**src/rtl/spi_xfer_arbiter.sv**
```systemverilog
// spi_xfer_arbiter: shares one SPI shift engine between two requesters.
// Round-robin grant, engine load/valid handshake, bounded wait for the
// received word, and a one-cycle response (data or timeout error) back to
// whichever requester owns the current transfer.

`ifndef W_CPU
`define W_CPU 32
`endif

module spi_xfer_arbiter #(
    parameter int W_DATA  = `W_CPU,
    parameter int TIMEOUT = 1024
) (
    input  logic              clk_i,
    input  logic              rst_ni,

    input  logic              req0_valid_i,
    input  logic [W_DATA-1:0] req0_data_i,
    output logic              req0_ready_o,
    input  logic              req1_valid_i,
    input  logic [W_DATA-1:0] req1_data_i,
    output logic              req1_ready_o,

    output logic              rsp0_valid_o,
    output logic              rsp1_valid_o,
    output logic [W_DATA-1:0] rsp_data_o,
    output logic              rsp_err_o,

    input  logic              eng_tx_ready_i,
    output logic [W_DATA-1:0] eng_tx_data_o,
    output logic              eng_tx_valid_o,
    input  logic [W_DATA-1:0] eng_rx_data_i,
    input  logic              eng_rx_valid_i,

    output logic              busy_o,
    output logic              err_sticky_o,
    input  logic              err_clr_i
);

    localparam int CNT_W = $clog2(TIMEOUT);
    localparam logic [CNT_W-1:0] CNT_LAST = CNT_W'(TIMEOUT - 1);

    typedef enum logic [1:0] {
        IDLE    = 2'd0,
        ISSUE   = 2'd1,
        WAIT_RX = 2'd2,
        RESP    = 2'd3
    } state_e;

    state_e              state_q;
    logic                last_grant_q;
    logic                owner_q;
    logic [W_DATA-1:0]   tx_buf_q;
    logic [W_DATA-1:0]   rx_buf_q;
    logic [CNT_W-1:0]    tout_cnt_q;
    logic [CNT_W-1:0]    tout_cnt_d;
    logic                err_flag_q;
    logic                err_sticky_q;

    logic                grant_valid;
    logic                grant_idx;
    logic                timeout_hit;

    // Grant decision: a lone requester wins, a tie goes to whoever was not served last
    always_comb begin
        grant_valid = (state_q == IDLE) && (req0_valid_i || req1_valid_i);
        grant_idx   = 1'b0;
        if (req0_valid_i && req1_valid_i) begin
            grant_idx = ~last_grant_q;
        end else if (req1_valid_i) begin
            grant_idx = 1'b1;
        end
        tout_cnt_d  = tout_cnt_q + 1'b1;
        timeout_hit = (state_q == WAIT_RX) && !eng_rx_valid_i && (tout_cnt_q == CNT_LAST);
    end

    // Ready is gated by reset so nothing is accepted while the block is held in reset
    assign req0_ready_o   = rst_ni && grant_valid && !grant_idx;
    assign req1_ready_o   = rst_ni && grant_valid &&  grant_idx;

    assign eng_tx_data_o  = tx_buf_q;
    assign eng_tx_valid_o = (state_q == ISSUE) && eng_tx_ready_i;

    assign rsp0_valid_o   = (state_q == RESP) && !owner_q;
    assign rsp1_valid_o   = (state_q == RESP) &&  owner_q;
    assign rsp_data_o     = rx_buf_q;
    assign rsp_err_o      = err_flag_q;
    assign busy_o         = (state_q != IDLE);
    assign err_sticky_o   = err_sticky_q;

    // Transfer FSM with its data buffers, timeout counter and error flags
    always_ff @(posedge clk_i or negedge rst_ni) begin
        if (!rst_ni) begin
            state_q      <= IDLE;
            last_grant_q <= 1'b1;
            owner_q      <= 1'b0;
            tx_buf_q     <= '0;
            rx_buf_q     <= '0;
            tout_cnt_q   <= '0;
            err_flag_q   <= 1'b0;
            err_sticky_q <= 1'b0;
        end else begin
            case (state_q)
                IDLE: begin
                    if (grant_valid) begin
                        tx_buf_q     <= grant_idx ? req1_data_i : req0_data_i;
                        owner_q      <= grant_idx;
                        last_grant_q <= grant_idx;
                        state_q      <= ISSUE;
                    end
                end
                ISSUE: begin
                    if (eng_tx_valid_o) begin
                        tout_cnt_q <= '0;
                        state_q    <= WAIT_RX;
                    end
                end
                WAIT_RX: begin
                    if (eng_rx_valid_i) begin
                        rx_buf_q   <= eng_rx_data_i;
                        err_flag_q <= 1'b0;
                        state_q    <= RESP;
                    end else if (timeout_hit) begin
                        rx_buf_q   <= '0;
                        err_flag_q <= 1'b1;
                        state_q    <= RESP;
                    end else begin
                        tout_cnt_q <= tout_cnt_d;
                    end
                end
                RESP: begin
                    state_q <= IDLE;
                end
                default: begin
                    state_q <= IDLE;
                end
            endcase

            if (timeout_hit) begin
                err_sticky_q <= 1'b1;
            end else if (err_clr_i) begin
                err_sticky_q <= 1'b0;
            end
        end
    end

endmodule

```
**config.mk**
```make
export PLATFORM = sky130hd
export DESIGN_NAME = spi_xfer_arbiter
export DESIGN_NICKNAME = d
export VERILOG_FILES = /design/src/rtl/spi_xfer_arbiter.sv
export SDC_FILE = /design/constraint.sdc
export NUM_CORES = 1
export LEC_CHECK = 0
export BUFFER_PORTS_ARGS = -buffer_cell sky130_fd_sc_hd__buf_4
export CORE_MARGIN = 3
export CORE_UTILIZATION = 51
export CTS_BUF_LIST = sky130_fd_sc_hd__clkbuf_8
export CTS_CLUSTER_DIAMETER = 200
export CTS_CLUSTER_SIZE = 20
export DETAILED_ROUTE_END_ITERATION = 8
export HOLD_SLACK_MARGIN = 0.12
export PLACE_DENSITY_LB_ADDON = 0.1
export SYNTH_ARGS = -nofsm -noshare
export SYNTH_HDL_FRONTEND = slang
export SYNTH_SLANG_ARGS = --single-unit
```
**constraint.sdc**
```tcl
create_clock -name clk_i -period 5.4 [get_ports clk_i]
set_clock_uncertainty 0.15 [all_clocks]
set_input_delay 1.08 -clock clk_i [delete_from_list [all_inputs] [get_ports clk_i]]
set_output_delay 1.08 -clock clk_i [all_outputs]
set_load 0.01 [all_outputs]
```
==> results of run 1 <==
## cell usage in the layout, fill, tap and decap left out, types with 2 or more instances in the layout
master	count
buf_4	177
dfrtp_1	79
nand2_1	44
o21ai_1	39
a22o_1	34
mux2i_1	32
clkbuf_8	11
inv_1	8
and2_1	5
o31ai_1	5
ha_1	5
nand3_1	4
o21ai_0	4
nor2b_1	3
nor2_1	3
nor3b_1	2
and3_1	2
o211ai_1	2
nand3b_1	2
clkinv_2	2
## cell families (layout without fill, tap and decap cells)
family | count (synthesis) | in the layout | synth area share
adder cells (fa/ha/maj) | 5 | 5 | 0.0175
multiplexers | 34 | 34 | 0.0959
AO/OA/AOI/OAI | 95 | 95 | 0.184
buffers and inverters | 28 | 200 | 0.0364
flip-flops | 80 | 80 | 0.560
AND/OR/NAND/NOR | 74 | 74 | 0.106
## worst reg2reg max path, cell delays in order, from the launching register on
cell and delay, ps:
dfrtp_1 400, inv_1 90, ha_1 430, nand4b_1 300, nor3_4 100, o21ai_2 970
a22o_1 280
## metal layers
metal / global-route usage / wire [um] / up-vias / part of all wire
li1: - / - / 1473 / -
met1: 0.298 / 3840 / 1482 / 0.40
met2: 0.410 / 4980 / 120 / 0.51
met3: 0.0651 / 658 / 18 / 0.068
met4: 0.0907 / 220 / 0 / 0.023
met5: 0 / 0 / - / 0
## path summary, 6_finish.rpt
check	start	endpoint	cells after the start
max in group asynchronous	rst_ni	tout_cnt_q[8]$_DFFE_PN0P_	2
hold reg to reg	eng_tx_data_o[18]$_DFFE_PN0P_	eng_tx_data_o[18]$_DFFE_PN0P_	2
min in group asynchronous	rst_ni	eng_tx_data_o[23]$_DFFE_PN0P_	1
setup reg to reg	state_q[0]$_DFFE_PN0P_	rsp_data_o[1]$_DFFE_PN0P_	6
hold / removal	eng_tx_data_o[18]$_DFFE_PN0P_	eng_tx_data_o[18]$_DFFE_PN0P_	2
setup / recovery	req1_valid_i	req1_ready_o	5
## cell type report
class | instances | area [um2] | share of cell area
Clock buffer | 11 | 151 | 0.0296
Clock inverter | 5 | 30.0 | 0.00587
Inverter | 7 | 26.3 | 0.00513
Multi-Input combinational cell | 208 | 1460 | 0.286
Sequential cell | 80 | 2000 | 0.391
Tap cell | 93 | 116 | 0.0227
Timing Repair Buffer | 177 | 1330 | 0.260
## through the flow
stage          instances  instance area [um2]
2_1_floorplan        316                 3570
3_3_place_gp         565                 4940
3_5_place_dp         565                 4940
4_1_cts              581                 5120
5_1_grt              581                 5120
6_report             581                 5120
## report_power, final
part	total [mW]	switching, mW	internal [mW]
clock network	0.403	0.212	0.191
registers	1.00	0.149	0.855
logic	1.19	0.597	0.597
total	2.60	0.958	1.64
## flip-flops by register name (all words and copies together), names as in the netlist
name,flops
eng_tx_data_o,32
rsp_data_o,32
tout_cnt_q,10
state_q,2
err_sticky_o,1
last_grant_q,1
owner_q,1
rsp_err_o,1
==> metrics, run 1 <==
status=finished clean; largest net degree at the start of global routing=67; Setup TNS=0 ps; Mapped Area=3570 um2; crit end category=primary output; syn_nets=424; synth cell count leaders=dfrtp_1, nand2_1, o21ai_1, a22o_1, mux2i_1; Slew Limit Fails=0; Max IR drop VDD=320 uV; Placement Setup Slack=1980 ps; share of the synthesized area in the top cell type=0.553; Reg2Reg Setup Slack=2640 ps; Peak Freq=0.293 GHz; port bufs=174; number of synthesized flops with an enable pin=0; crit path cell chain=buf_4 -> a21boi_4 -> buf_4 -> and3_1 -> buf_4; DPL Wire Length=7200 um; Hold Buf Count CTS=0; gpl congestion=0.857; hold crit path type=register to register; ys async rst share=1.00; count of different cell masters after synthesis=42; CTS clk-pin slew, worst paths=70 ps; core area=6570 um2; Die Height=89.7 um; initial antenna violation count=0; Final #Nets=591; share of layout cells above drive strength 1=0.412; Slew @ Worst Pin=1280 ps; Via density=5.32; CTS Buf Count=9; most used cell, CP=buf_4; Ys Warns=0; CP max FO=35; Synth area leader=dfrtp_1; total power=2.60 mW; TritonRoute pass-1 iters=4; Static Leakage=2.63 nW; area overhead of the layout relative to synthesis=43.2%; cell area power density=508 nW/um2; Most used DFF post-synth=dfrtp_1; Post-DRT Antenna Nets=0; initial core utilization=0.544; CP arrival=2180 ps; vias post-DR=3,093; # setup viols final=0; cells after synthesis=316; Layout Utilization=0.780; number of top-level pins=175; slowest CP cell=buf_4; vias in the first global route=3,123; final hold vios=0; setup bufs post-CTS=0; Crit Path Class=input port to primary output; final worst path period need=3410 ps; Clk Latency, worst-skew pair=350 ps; # diodes=0; max_cap viols=0; Hold Slack=343 ps; first-pass GRT wire length=15,800 um; DIE WIDTH=89.7 um; fin worst setup slack=1990 ps; ranking of synthesized cells by area=dfrtp_1, mux2i_1, a22o_1; # resized after CTS=0; CP startpoint kind=input port; drt wl/cell=16.7 um; CP delay by family, top=buffers and inverters; Root Driver=clkbuf_8; worst rel slew slack=0.150; slowest stage delay, CP=470 ps; TritonCTS clock tree=yes; grt ovf=0; register area share after synthesis=0.560; deepest clock path buffer count=2; Tcrit/Tclk final=0.632; Worst Path Required=4170 ps; top-count cell post-synth=dfrtp_1; initial drt markers=96; row count=29; Total Wirelength=9700 um; RSZ-0062 raised after global routing=no; gr usage total=0.242; #FFs+latches synth=80; Residual DRC=0; die area=8050 um2; CTS H-tree depth=3; Layout fillers=452; Bufs and invs on worst path=3; CTS sink cnt=80; post-synthesis average cell area=11.3 um2
Note: power is estimated with default switching activity, not from simulation.
==> run 2, diff against run 1 <==
--- a/config.mk
+++ b/config.mk
@@ -7,7 +7,7 @@
 export LEC_CHECK = 0
 export BUFFER_PORTS_ARGS = -buffer_cell sky130_fd_sc_hd__buf_4
 export CORE_MARGIN = 3
-export CORE_UTILIZATION = 51
+export CORE_UTILIZATION = 43
 export CTS_BUF_LIST = sky130_fd_sc_hd__clkbuf_8
 export CTS_CLUSTER_DIAMETER = 200
 export CTS_CLUSTER_SIZE = 20
==> constraint.sdc (replaced) <==
create_clock -name clk_i -period 3.05 [get_ports clk_i]
set_clock_uncertainty 0.15 [all_clocks]
set_input_delay 0.61 -clock clk_i [delete_from_list [all_inputs] [get_ports clk_i]]
set_output_delay 0.61 -clock clk_i [all_outputs]
set_load 0.01 [all_outputs]
==> run 2 against run 1 <==
Compared with the run above: worst hold slack lost 58 ps; highest routed layer unchanged; sequential cell count unchanged; largest power group unchanged; critical path depth shrank 1; global-route usage down 4.4 points; sequential power increased by 78%; combinational power up 75%.
==> metrics, run 2 (same netlist as run 1, synthesis figures left out) <==
drt wl/cell=15.7 um; Max IR drop VDD=465 uV; DPL Wire Length=7020 um; initial antenna violation count=0; Final #Nets=594; max_cap viols=0; most frequent cells in the layout=buf_4, dfrtp_1, nand2_1; CTS Buf Count=9; Clk Latency, worst-skew pair=340 ps; Setup TNS=0 ps; Reg2Reg Setup Slack=590 ps; RSZ-0062 raised after global routing=no; first-pass GRT wire length=15,400 um; initial core utilization=0.453; initial drt markers=91; CP startpoint kind=input port; reg-to-reg startpoint=state_q[0]$_DFFE_PN0P_; worst rel slew slack=0.449; core area=7890 um2; Peak Freq=0.394 GHz; cell area power density=900 nW/um2; # setup viols final=0; CTS clk-pin slew, worst paths=80 ps; Residual DRC=0; CP delay by family, top=buffers and inverters; row count=32; Via density=5.07; Placement Setup Slack=589 ps; slowest CP cell=dlygate4sd3_1; Root Driver=clkbuf_8; Slew Limit Fails=0; Crit Path Class=input port to primary output; vias in the first global route=3,071; area overhead of the layout relative to synthesis=44.8%; TritonCTS clock tree=yes; gpl congestion=0.839; TritonRoute pass-1 iters=4; gr usage total=0.198; Bufs and invs on worst path=3; Worst Path Required=2290 ps; Die Height=97.2 um; Static Leakage=2.64 nW; total power=4.66 mW; CTS sink cnt=80; final hold vios=0; final worst path period need=2540 ps; crit end category=primary output; CP arrival=1780 ps; port bufs=174; crit path cell chain=dlygate4sd3_1 -> buf_4 -> nor3b_1 -> buf_4; crit path from=rst_ni; fin worst setup slack=514 ps; number of top-level pins=175; status=finished clean; # diodes=0; Layout Utilization=0.656; commonest non-fill, non-tap cell in the layout=buf_4; Total Wirelength=9340 um; CP max FO=16; # resized after CTS=0; vias post-DR=3,008; Tcrit/Tclk final=0.832; Hold Buf Count CTS=1; WP depth=4; RR Endpoint=rsp_data_o[4]$_DFFE_PN0P_; grt ovf=0; setup bufs post-CTS=0; DIE WIDTH=97.2 um; hold crit path type=input port to register; die area=9440 um2; Post-DRT Antenna Nets=0; worst reg2reg path depth=7; most used cell, CP=buf_4; deepest clock path buffer count=2; Setup crit end=req0_ready_o; share of layout cells above drive strength 1=0.415; slowest stage delay, CP=550 ps; CTS H-tree depth=3; Slew @ Worst Pin=826 ps; largest net degree at the start of global routing=68
## run 2: cell types whose count changed in the layout (fill, tap and decap cells not counted), sizes merged
cell	delta
bufinv	+1
clkinv	-1
buf	+2
clkinvlp	+1
clkbuf	-2
dlygate4sd3	+1
inv	+1
## run 2: through the flow
step / hold slack, ps / instances / area, um2
after detailed placement: 327 / 576 / 4960
after global routing: 273 / 593 / 5180
after CTS: 263 / 593 / 5180
final: 285 / 593 / 5180
after global placement: 322 / 576 / 4960
after floorplan: 164 / 316 / 3570
## run 2: how the worst min path moves through the flow
stage / endpoint / cells past startpoint / startpoint / slack, ps
after floorplan: eng_tx_data_o[0]$_DFFE_PN0P_ / 0 / rst_ni / 160
after global placement: eng_tx_data_o[29]$_DFFE_PN0P_ / 2 / eng_tx_data_o[29]$_DFFE_PN0P_ / 320
after detailed placement: eng_tx_data_o[22]$_DFFE_PN0P_ / 1 / rst_ni / 330
after CTS: err_sticky_o$_DFFE_PN0P_ / 2 / err_clr_i / 260
after global routing: err_sticky_o$_DFFE_PN0P_ / 2 / err_clr_i / 270
final: err_sticky_o$_DFFE_PN0P_ / 2 / err_clr_i / 280
## run 2: layout make-up
class / count / area (um2)
fillers: 631 / 2710
flip-flops and latches: 80 / 2000
multi-input cells: 208 / 1460
repair buffers: 180 / 1350
well taps: 102 / 128
clock buffers: 9 / 124
clock inverters: 7 / 78.8
inverters: 7 / 26.3
## run 2: metal layers
metal / vias up / part of all wire / global-route usage
met5: - / 0 / 0
li1: 1480 / - / -
met4: 0 / 0.0069 / 0.0529
met3: 7 / 0.067 / 0.0488
met2: 108 / 0.49 / 0.337
met1: 1413 / 0.43 / 0.252
## run 2: where the power goes
group	internal [mW]	switching, mW
Combinational	1.06	1.02
Sequential	1.51	0.266
Clock	0.388	0.407
Total	2.96	1.69
